## config.mk

```make
export PLATFORM = sky130hd
export DESIGN_NAME = wb_queue
export DESIGN_NICKNAME = d
export VERILOG_FILES = /design/src/rtl/wb_pkg.sv /design/src/rtl/wb_fifo_mem.sv /design/src/rtl/wb_queue.sv
export SDC_FILE = /design/constraint.sdc
export NUM_CORES = 2
export LEC_CHECK = 0
export BUFFER_PORTS_ARGS = -buffer_cell sky130_fd_sc_hd__buf_2
export CORE_MARGIN = 3
export CORE_UTILIZATION = 30
export DETAILED_ROUTE_END_ITERATION = 12
export SETUP_SLACK_MARGIN = 0.5
export SLEW_MARGIN = 20
export SYNTH_ARGS = -nofsm -noshare
export SYNTH_HDL_FRONTEND = slang
export SYNTH_SLANG_ARGS = --single-unit
```

## constraint.sdc

```tcl
create_clock -name clk -period 8.7 [get_ports clk]
set_clock_uncertainty 0.05 [all_clocks]
set_input_delay 0.435 -clock clk [delete_from_list [all_inputs] [get_ports clk]]
set_output_delay 0.435 -clock clk [all_outputs]
set_load 0.03 [all_outputs]
```

## src/rtl/wb_pkg.sv

```systemverilog
// rtl/wb_pkg.sv - shared writeback buffer constants and entry type
package wb_pkg;

    localparam int WB_DATA_W = 64;
    localparam int WB_ADDR_W = 5;
    localparam int WB_DEPTH  = 8;

    typedef struct packed {
        logic [WB_ADDR_W-1:0] addr;
        logic [WB_DATA_W-1:0] data;
    } wb_entry_t;

endpackage

```

## src/rtl/wb_fifo_mem.sv

```systemverilog
// rtl/wb_fifo_mem.sv - DEPTH-entry storage with two write and two read ports
module wb_fifo_mem #(
    parameter int W     = 69,
    parameter int DEPTH = 8,
    parameter int PW    = 3
) (
    input  logic          clk,
    input  logic          wa_en_i,
    input  logic [PW-1:0] wa_ptr_i,
    input  logic [W-1:0]  wa_data_i,
    input  logic          wb_en_i,
    input  logic [PW-1:0] wb_ptr_i,
    input  logic [W-1:0]  wb_data_i,
    input  logic [PW-1:0] ra_ptr_i,
    output logic [W-1:0]  ra_data_o,
    input  logic [PW-1:0] rb_ptr_i,
    output logic [W-1:0]  rb_data_o
);

    logic [W-1:0] mem_q [DEPTH];

    // The two write pointers are always distinct slots, so order between them is irrelevant.
    always_ff @(posedge clk) begin
        if (wa_en_i) mem_q[wa_ptr_i] <= wa_data_i;
        if (wb_en_i) mem_q[wb_ptr_i] <= wb_data_i;
    end

    assign ra_data_o = mem_q[ra_ptr_i];
    assign rb_data_o = mem_q[rb_ptr_i];

endmodule

```

## src/rtl/wb_queue.sv

```systemverilog
// rtl/wb_queue.sv - dual-lane in-order writeback FIFO feeding the dual-write register file
module wb_queue
    import wb_pkg::*;
#(
    parameter int DATA_W  = WB_DATA_W,
    parameter int ADDR_W  = WB_ADDR_W,
    parameter int DEPTH   = WB_DEPTH,
    parameter int DROP_R0 = 0
) (
    input  logic                     clk,
    input  logic                     rst,
    input  logic                     in0_valid,
    input  logic [ADDR_W-1:0]        in0_addr,
    input  logic [DATA_W-1:0]        in0_data,
    input  logic                     in1_valid,
    input  logic [ADDR_W-1:0]        in1_addr,
    input  logic [DATA_W-1:0]        in1_data,
    output logic                     in_ready,
    input  logic                     drain_en,
    output logic                     write,
    output logic [ADDR_W-1:0]        write_port1,
    output logic [DATA_W-1:0]        write_data1,
    output logic [ADDR_W-1:0]        write_port2,
    output logic [DATA_W-1:0]        write_data2,
    output logic [$clog2(DEPTH):0]   count,
    output logic                     full,
    output logic                     empty
);

    localparam int PW = $clog2(DEPTH);
    localparam int CW = PW + 1;
    localparam int EW = ADDR_W + DATA_W;

    logic [PW-1:0]     head_q, head_d, tail_q, tail_d;
    logic [CW-1:0]     count_q, count_d;
    logic              write_q, write_d;
    logic [ADDR_W-1:0] port1_q, port1_d, port2_q, port2_d;
    logic [DATA_W-1:0] data1_q, data1_d, data2_q, data2_d;
    logic              full_q, empty_q;

    logic              acc0, acc1, pop1, pop2;
    logic [1:0]        n_push, n_pop;
    logic              wa_en, wb_en;
    logic [EW-1:0]     wa_data, wb_data, ra_data, rb_data;

    assign in_ready = (CW'(DEPTH) - count_q) >= CW'(2);

    always_comb begin
        acc0    = in0_valid && in_ready && !((DROP_R0 != 0) && (in0_addr == '0));
        acc1    = in1_valid && in_ready && !((DROP_R0 != 0) && (in1_addr == '0));
        n_push  = {1'b0, acc0} + {1'b0, acc1};
        pop2    = drain_en && (count_q >= CW'(2));
        pop1    = drain_en && (count_q == CW'(1));
        n_pop   = pop2 ? 2'd2 : (pop1 ? 2'd1 : 2'd0);

        // Oldest accepted lane always lands at tail so a lone lane1 takes one slot.
        wa_en   = acc0 || acc1;
        wa_data = acc0 ? {in0_addr, in0_data} : {in1_addr, in1_data};
        wb_en   = acc0 && acc1;
        wb_data = {in1_addr, in1_data};

        head_d  = head_q + PW'(n_pop);
        tail_d  = tail_q + PW'(n_push);
        count_d = count_q + CW'(n_push) - CW'(n_pop);

        write_d = pop1 || pop2;
        port1_d = port1_q;
        data1_d = data1_q;
        port2_d = port2_q;
        data2_d = data2_q;
        if (pop2) begin
            port2_d = ra_data[DATA_W +: ADDR_W];
            data2_d = ra_data[DATA_W-1:0];
            port1_d = rb_data[DATA_W +: ADDR_W];
            data1_d = rb_data[DATA_W-1:0];
        end else if (pop1) begin
            // Register file writes both ports on write=1, so a single entry goes on both.
            port2_d = ra_data[DATA_W +: ADDR_W];
            data2_d = ra_data[DATA_W-1:0];
            port1_d = ra_data[DATA_W +: ADDR_W];
            data1_d = ra_data[DATA_W-1:0];
        end
    end

    wb_fifo_mem #(
        .W     (EW),
        .DEPTH (DEPTH),
        .PW    (PW)
    ) u_mem (
        .clk       (clk),
        .wa_en_i   (wa_en),
        .wa_ptr_i  (tail_q),
        .wa_data_i (wa_data),
        .wb_en_i   (wb_en),
        .wb_ptr_i  (tail_q + PW'(1)),
        .wb_data_i (wb_data),
        .ra_ptr_i  (head_q),
        .ra_data_o (ra_data),
        .rb_ptr_i  (head_q + PW'(1)),
        .rb_data_o (rb_data)
    );

    always_ff @(posedge clk) begin
        if (rst) begin
            head_q  <= '0;
            tail_q  <= '0;
            count_q <= '0;
            write_q <= 1'b0;
            port1_q <= '0;
            data1_q <= '0;
            port2_q <= '0;
            data2_q <= '0;
            full_q  <= 1'b0;
            empty_q <= 1'b1;
        end else begin
            head_q  <= head_d;
            tail_q  <= tail_d;
            count_q <= count_d;
            write_q <= write_d;
            port1_q <= port1_d;
            data1_q <= data1_d;
            port2_q <= port2_d;
            data2_q <= data2_d;
            full_q  <= (count_d == CW'(DEPTH));
            empty_q <= (count_d == '0);
        end
    end

    assign write       = write_q;
    assign write_port1 = port1_q;
    assign write_data1 = data1_q;
    assign write_port2 = port2_q;
    assign write_data2 = data2_q;
    assign count       = count_q;
    assign full        = full_q;
    assign empty       = empty_q;

endmodule
```

==> load_flow_metrics.sql <==
INSERT INTO impl_metrics (metric_group, metric, value, unit) VALUES
('die', 'placeableCoreArea', '122000', 'sq um'),
('cts', 'clk_root_buffer_cell', 'sky130_fd_sc_hd__clkbuf_16', ''),
('power_and_ir_drop', 'p_per_cell_area', '364', 'nW/um^2'),
('drt', 'wl_per_cell', '27.2', 'um'),
('sta', 'period_share', '58.8', '%'),
('die', 'num_io_pins', '289', ''),
('die', 'die_area', '128000', 'sq um'),
('worst_setup_path', 'path_class', 'flop to flop', ''),
('cts', 'clock_tree_from_tritoncts', 'yes', ''),
('global_route', 'grt_pass1_wl', '169000', 'um'),
('worst_hold_path', 'worst_hold_path_type', 'input port to flop', ''),
('layout', 'area_growth_syn_to_layout', '16.0', '%'),
('cts', 'cts.hold.buffers_added', '0', ''),
('cts', 'clk-insertion-delay-late', '0.67', 'ns'),
('global_route', 'pin_count_of_the_biggest_net_entering_global_routing', '119', ''),
('drt', 'first_iter_violations', '2095', ''),
('layout', 'postLayoutCellArea', '43100', 'sq um'),
('cts', 'clock-sinks', '703', ''),
('cts', 'clkSlewWorstSetupHoldPaths', '0.06', 'ns'),
('global_route', 'antenna_found_initial', '39', ''),
('placement', 'placement.cell_area', '40300', 'sq um'),
('layout', 'filler_cell_count', '11800', ''),
('sta', 'final-hold-violation-count', '0', ''),
('yosys', 'synthFlopType', 'sky130_fd_sc_hd__edfxtp_1', ''),
('die', 'die_h', '358', 'um'),
('yosys', 'post_synth_edffs', '552', ''),
('global_route', 'gr-total-overflow', '0', ''),
('die', 'rows', '128', ''),
('yosys', 'library_cell_occupying_the_most_area_in_the_post_synthesis_netlist', 'sky130_fd_sc_hd__edfxtp_1', ''),
('power_and_ir_drop', 'ir_drop', '0.287', 'mV'),
('sta', 'final.setup.tns', '0', 'ns'),
('sta', 'timing.final.setup_violations', '0', ''),
('layout', 'drive_gt1_share', '51.9', '%'),
('sta', 'drv_slew', '0', ''),
('drt', 'drtPass1Iterations', '5', ''),
('yosys', 'synth_top_cells_by_count', 'sky130_fd_sc_hd__mux2_2, sky130_fd_sc_hd__edfxtp_1, sky130_fd_sc_hd__mux4_2', ''),
('cts', 'max-clock-path-buffers', '3', ''),
('yosys', 'synthesis.nets', '2541', ''),
('power_and_ir_drop', 'static-leakage-power', '0.0146', 'uW'),
('yosys', 'synthesis.area_per_instance', '15.6', 'sq um'),
('job', 'max_cap_violations', '0', ''),
('die', 'die_x_extent', '358', 'um'),
('status', 'outcome', 'completed', ''),
('yosys', 'synth_area', '37100', 'sq um'),
('drt', 'drt_drc_violations_left', '0', ''),
('yosys', 'synth.top_cells.by_area', 'sky130_fd_sc_hd__edfxtp_1, sky130_fd_sc_hd__mux2_2, sky130_fd_sc_hd__mux4_2', ''),
('drt', 'route.antenna.remaining_nets', '0', ''),
('worst_setup_path', 'cp_data_arrival_time', '5.48', 'ns'),
('yosys', 'share_of_the_synthesized_area_in_the_top_cell_type', '44.7', '%'),
('yosys', 'synthesis.yosys.warnings', '0', ''),
('global_route', 'grt.total_usage', '18.1', '%'),
('yosys', 'post-synth-top-count-cell', 'sky130_fd_sc_hd__mux2_2', ''),
('layout', 'final_nets', '2773', ''),
('cts', 'postCtsSetupBuffers', '0', ''),
('placement', 'post-dp-hpwl', '66700', 'um'),
('drt', 'routed_vias_inst', '5.38', ''),
('cts', 'level_count_of_the_clock_h_tree', '3', ''),
('die', 'floorplan.initialDensity', '30.3', '%'),
('cts', 'cts_buffers', '84', ''),
('worst_setup_path', 'cp-end-kind', 'flop', ''),
('yosys', 'synth_cells', '2380', ''),
('worst_setup_path', 'critPathMostFrequentCell', 'sky130_fd_sc_hd__ha_1', ''),
('worst_setup_path', 'worst-endpoint-required', '9.07', 'ns'),
('sta', 'grt_setup_unrepaired', 'false', ''),
('worst_setup_path', 'delay_of_the_slowest_cell_on_the_worst_path', '0.80', 'ns'),
('worst_setup_path', 'cp_cell_sequence', 'inv_1, ha_1, or2_2, o41a_1, ha_1, nor2b_1, nand3_1, nand2_4, buf_4, mux2_2', ''),
('yosys', 'synth-seq-area-share', '52.8', '%'),
('worst_setup_path', 'crit_path_start_kind', 'flop', ''),
('yosys', 'synth.lib_cells_used.distinct', '44', ''),
('placement', 'routability_cong', '0.759', ''),
('worst_setup_path', 'path_max_fanout', '42', '');
-- final timing paths --
kind	start	end	cells after the start
hold reg to reg	write_port1[2]$_SDFFE_PP0P_	write_port1[2]$_SDFFE_PP0P_	1
setup reg to reg	count[1]$_SDFF_PP0_	u_mem.mem_q[3][43]$_DFFE_PP_	10
setup / recovery	count[1]$_SDFF_PP0_	u_mem.mem_q[3][43]$_DFFE_PP_	10
hold / removal	in1_data[63]	u_mem.mem_q[5][63]$_DFFE_PP_	2
-- layout make-up --
type,count,area (sq um),share of cell area (%)
sequential,703,19600,45.5
multi-input combinational,1470,16700,38.8
clock buffer,114,2410,5.59
tap,1625,2030,4.72
timing repair buffer,337,1850,4.30
clock inverter,40,333,0.773
inverter,16,65.1,0.151
antenna,20,50.0,0.116
-- worst max-delay path, delay by kind of cell, from the launching register on --
kind | cells | cell delay (ns)
multiplexers | 1 | 0.42
AND/OR/NAND/NOR | 4 | 1.55
flip-flops | 1 | 0.45
adder cells (fa/ha/maj) | 2 | 0.85
buffers and inverters | 2 | 0.91
AO/OA/AOI/OAI | 1 | 0.57
-- routing by layer --
layer / global-route usage, % / routed length [um] / vias to the layer above
met2: 28.2 / 53400 / 749
met1: 25.3 / 53100 / 12300
met5: 0 / 117 / -
met4: 5.35 / 2880 / 18
met3: 4.27 / 8030 / 164
li1: - / - / 10000
-- layout by cell type, fill, tap and decap left out, types with 4 or more instances in the layout --
cell,n
sky130_fd_sc_hd__a21oi_1,70
sky130_fd_sc_hd__a221o_1,69
sky130_fd_sc_hd__buf_2,287
sky130_fd_sc_hd__buf_4,47
sky130_fd_sc_hd__bufinv_16,5
sky130_fd_sc_hd__clkbuf_1,14
sky130_fd_sc_hd__clkbuf_16,88
sky130_fd_sc_hd__clkbuf_8,10
sky130_fd_sc_hd__clkinv_1,12
sky130_fd_sc_hd__clkinv_2,16
sky130_fd_sc_hd__dfxtp_1,148
sky130_fd_sc_hd__diode_2,20
sky130_fd_sc_hd__edfxtp_1,552
sky130_fd_sc_hd__fa_1,4
sky130_fd_sc_hd__ha_1,13
sky130_fd_sc_hd__inv_1,15
sky130_fd_sc_hd__inv_6,5
sky130_fd_sc_hd__mux2_2,581
sky130_fd_sc_hd__mux2_4,40
sky130_fd_sc_hd__mux4_2,276
sky130_fd_sc_hd__nand2_1,143
sky130_fd_sc_hd__nand2_4,4
sky130_fd_sc_hd__nand3_1,5
sky130_fd_sc_hd__nor2_1,149
sky130_fd_sc_hd__nor2b_1,4
sky130_fd_sc_hd__nor3_1,70
sky130_fd_sc_hd__o21ai_4,7
sky130_fd_sc_hd__xnor2_1,4
-- registers in the layout, summed over array words and instances, names as in the netlist --
name / count
empty: 1
count: 4
write_port1: 5
write_data2: 64
write_data1: 64
u_mem.mem_q: 552
head_q: 3
write: 1
write_port2: 5
full: 1
tail_q: 3
-- per-stage QoR --
step	setup WS [ns]	instances	util (%)	total power, uW	hold WS (ns)
after floorplan	0.952	2380	-	10200	0.536
after global placement	3.68	4151	32.9	12200	0.416
after detailed placement	3.67	4151	32.9	12300	0.422
after CTS	3.63	4305	35.1	15800	0.0597
after global routing	3.27	4312	35.2	16400	0.0997
final	3.59	4325	35.2	15700	0.120
-- where the power goes --
part / internal [uW] / switching [uW]
combinational: 2950 / 3850
sequential: 4810 / 536
clock: 2080 / 1440
-- cells by family after synthesis --
kind of cell	after synthesis	synth area share (%)
muxes	897	36.0
AOI/OAI and AO/OA	157	3.22
xor gates and xnor gates	9	0.212
adders and majority gates	18	0.688
DFF	703	52.8
and+or+nand+nor	389	4.36
buffers and inverters	207	2.70
Note: power is estimated with default switching activity, not from simulation.
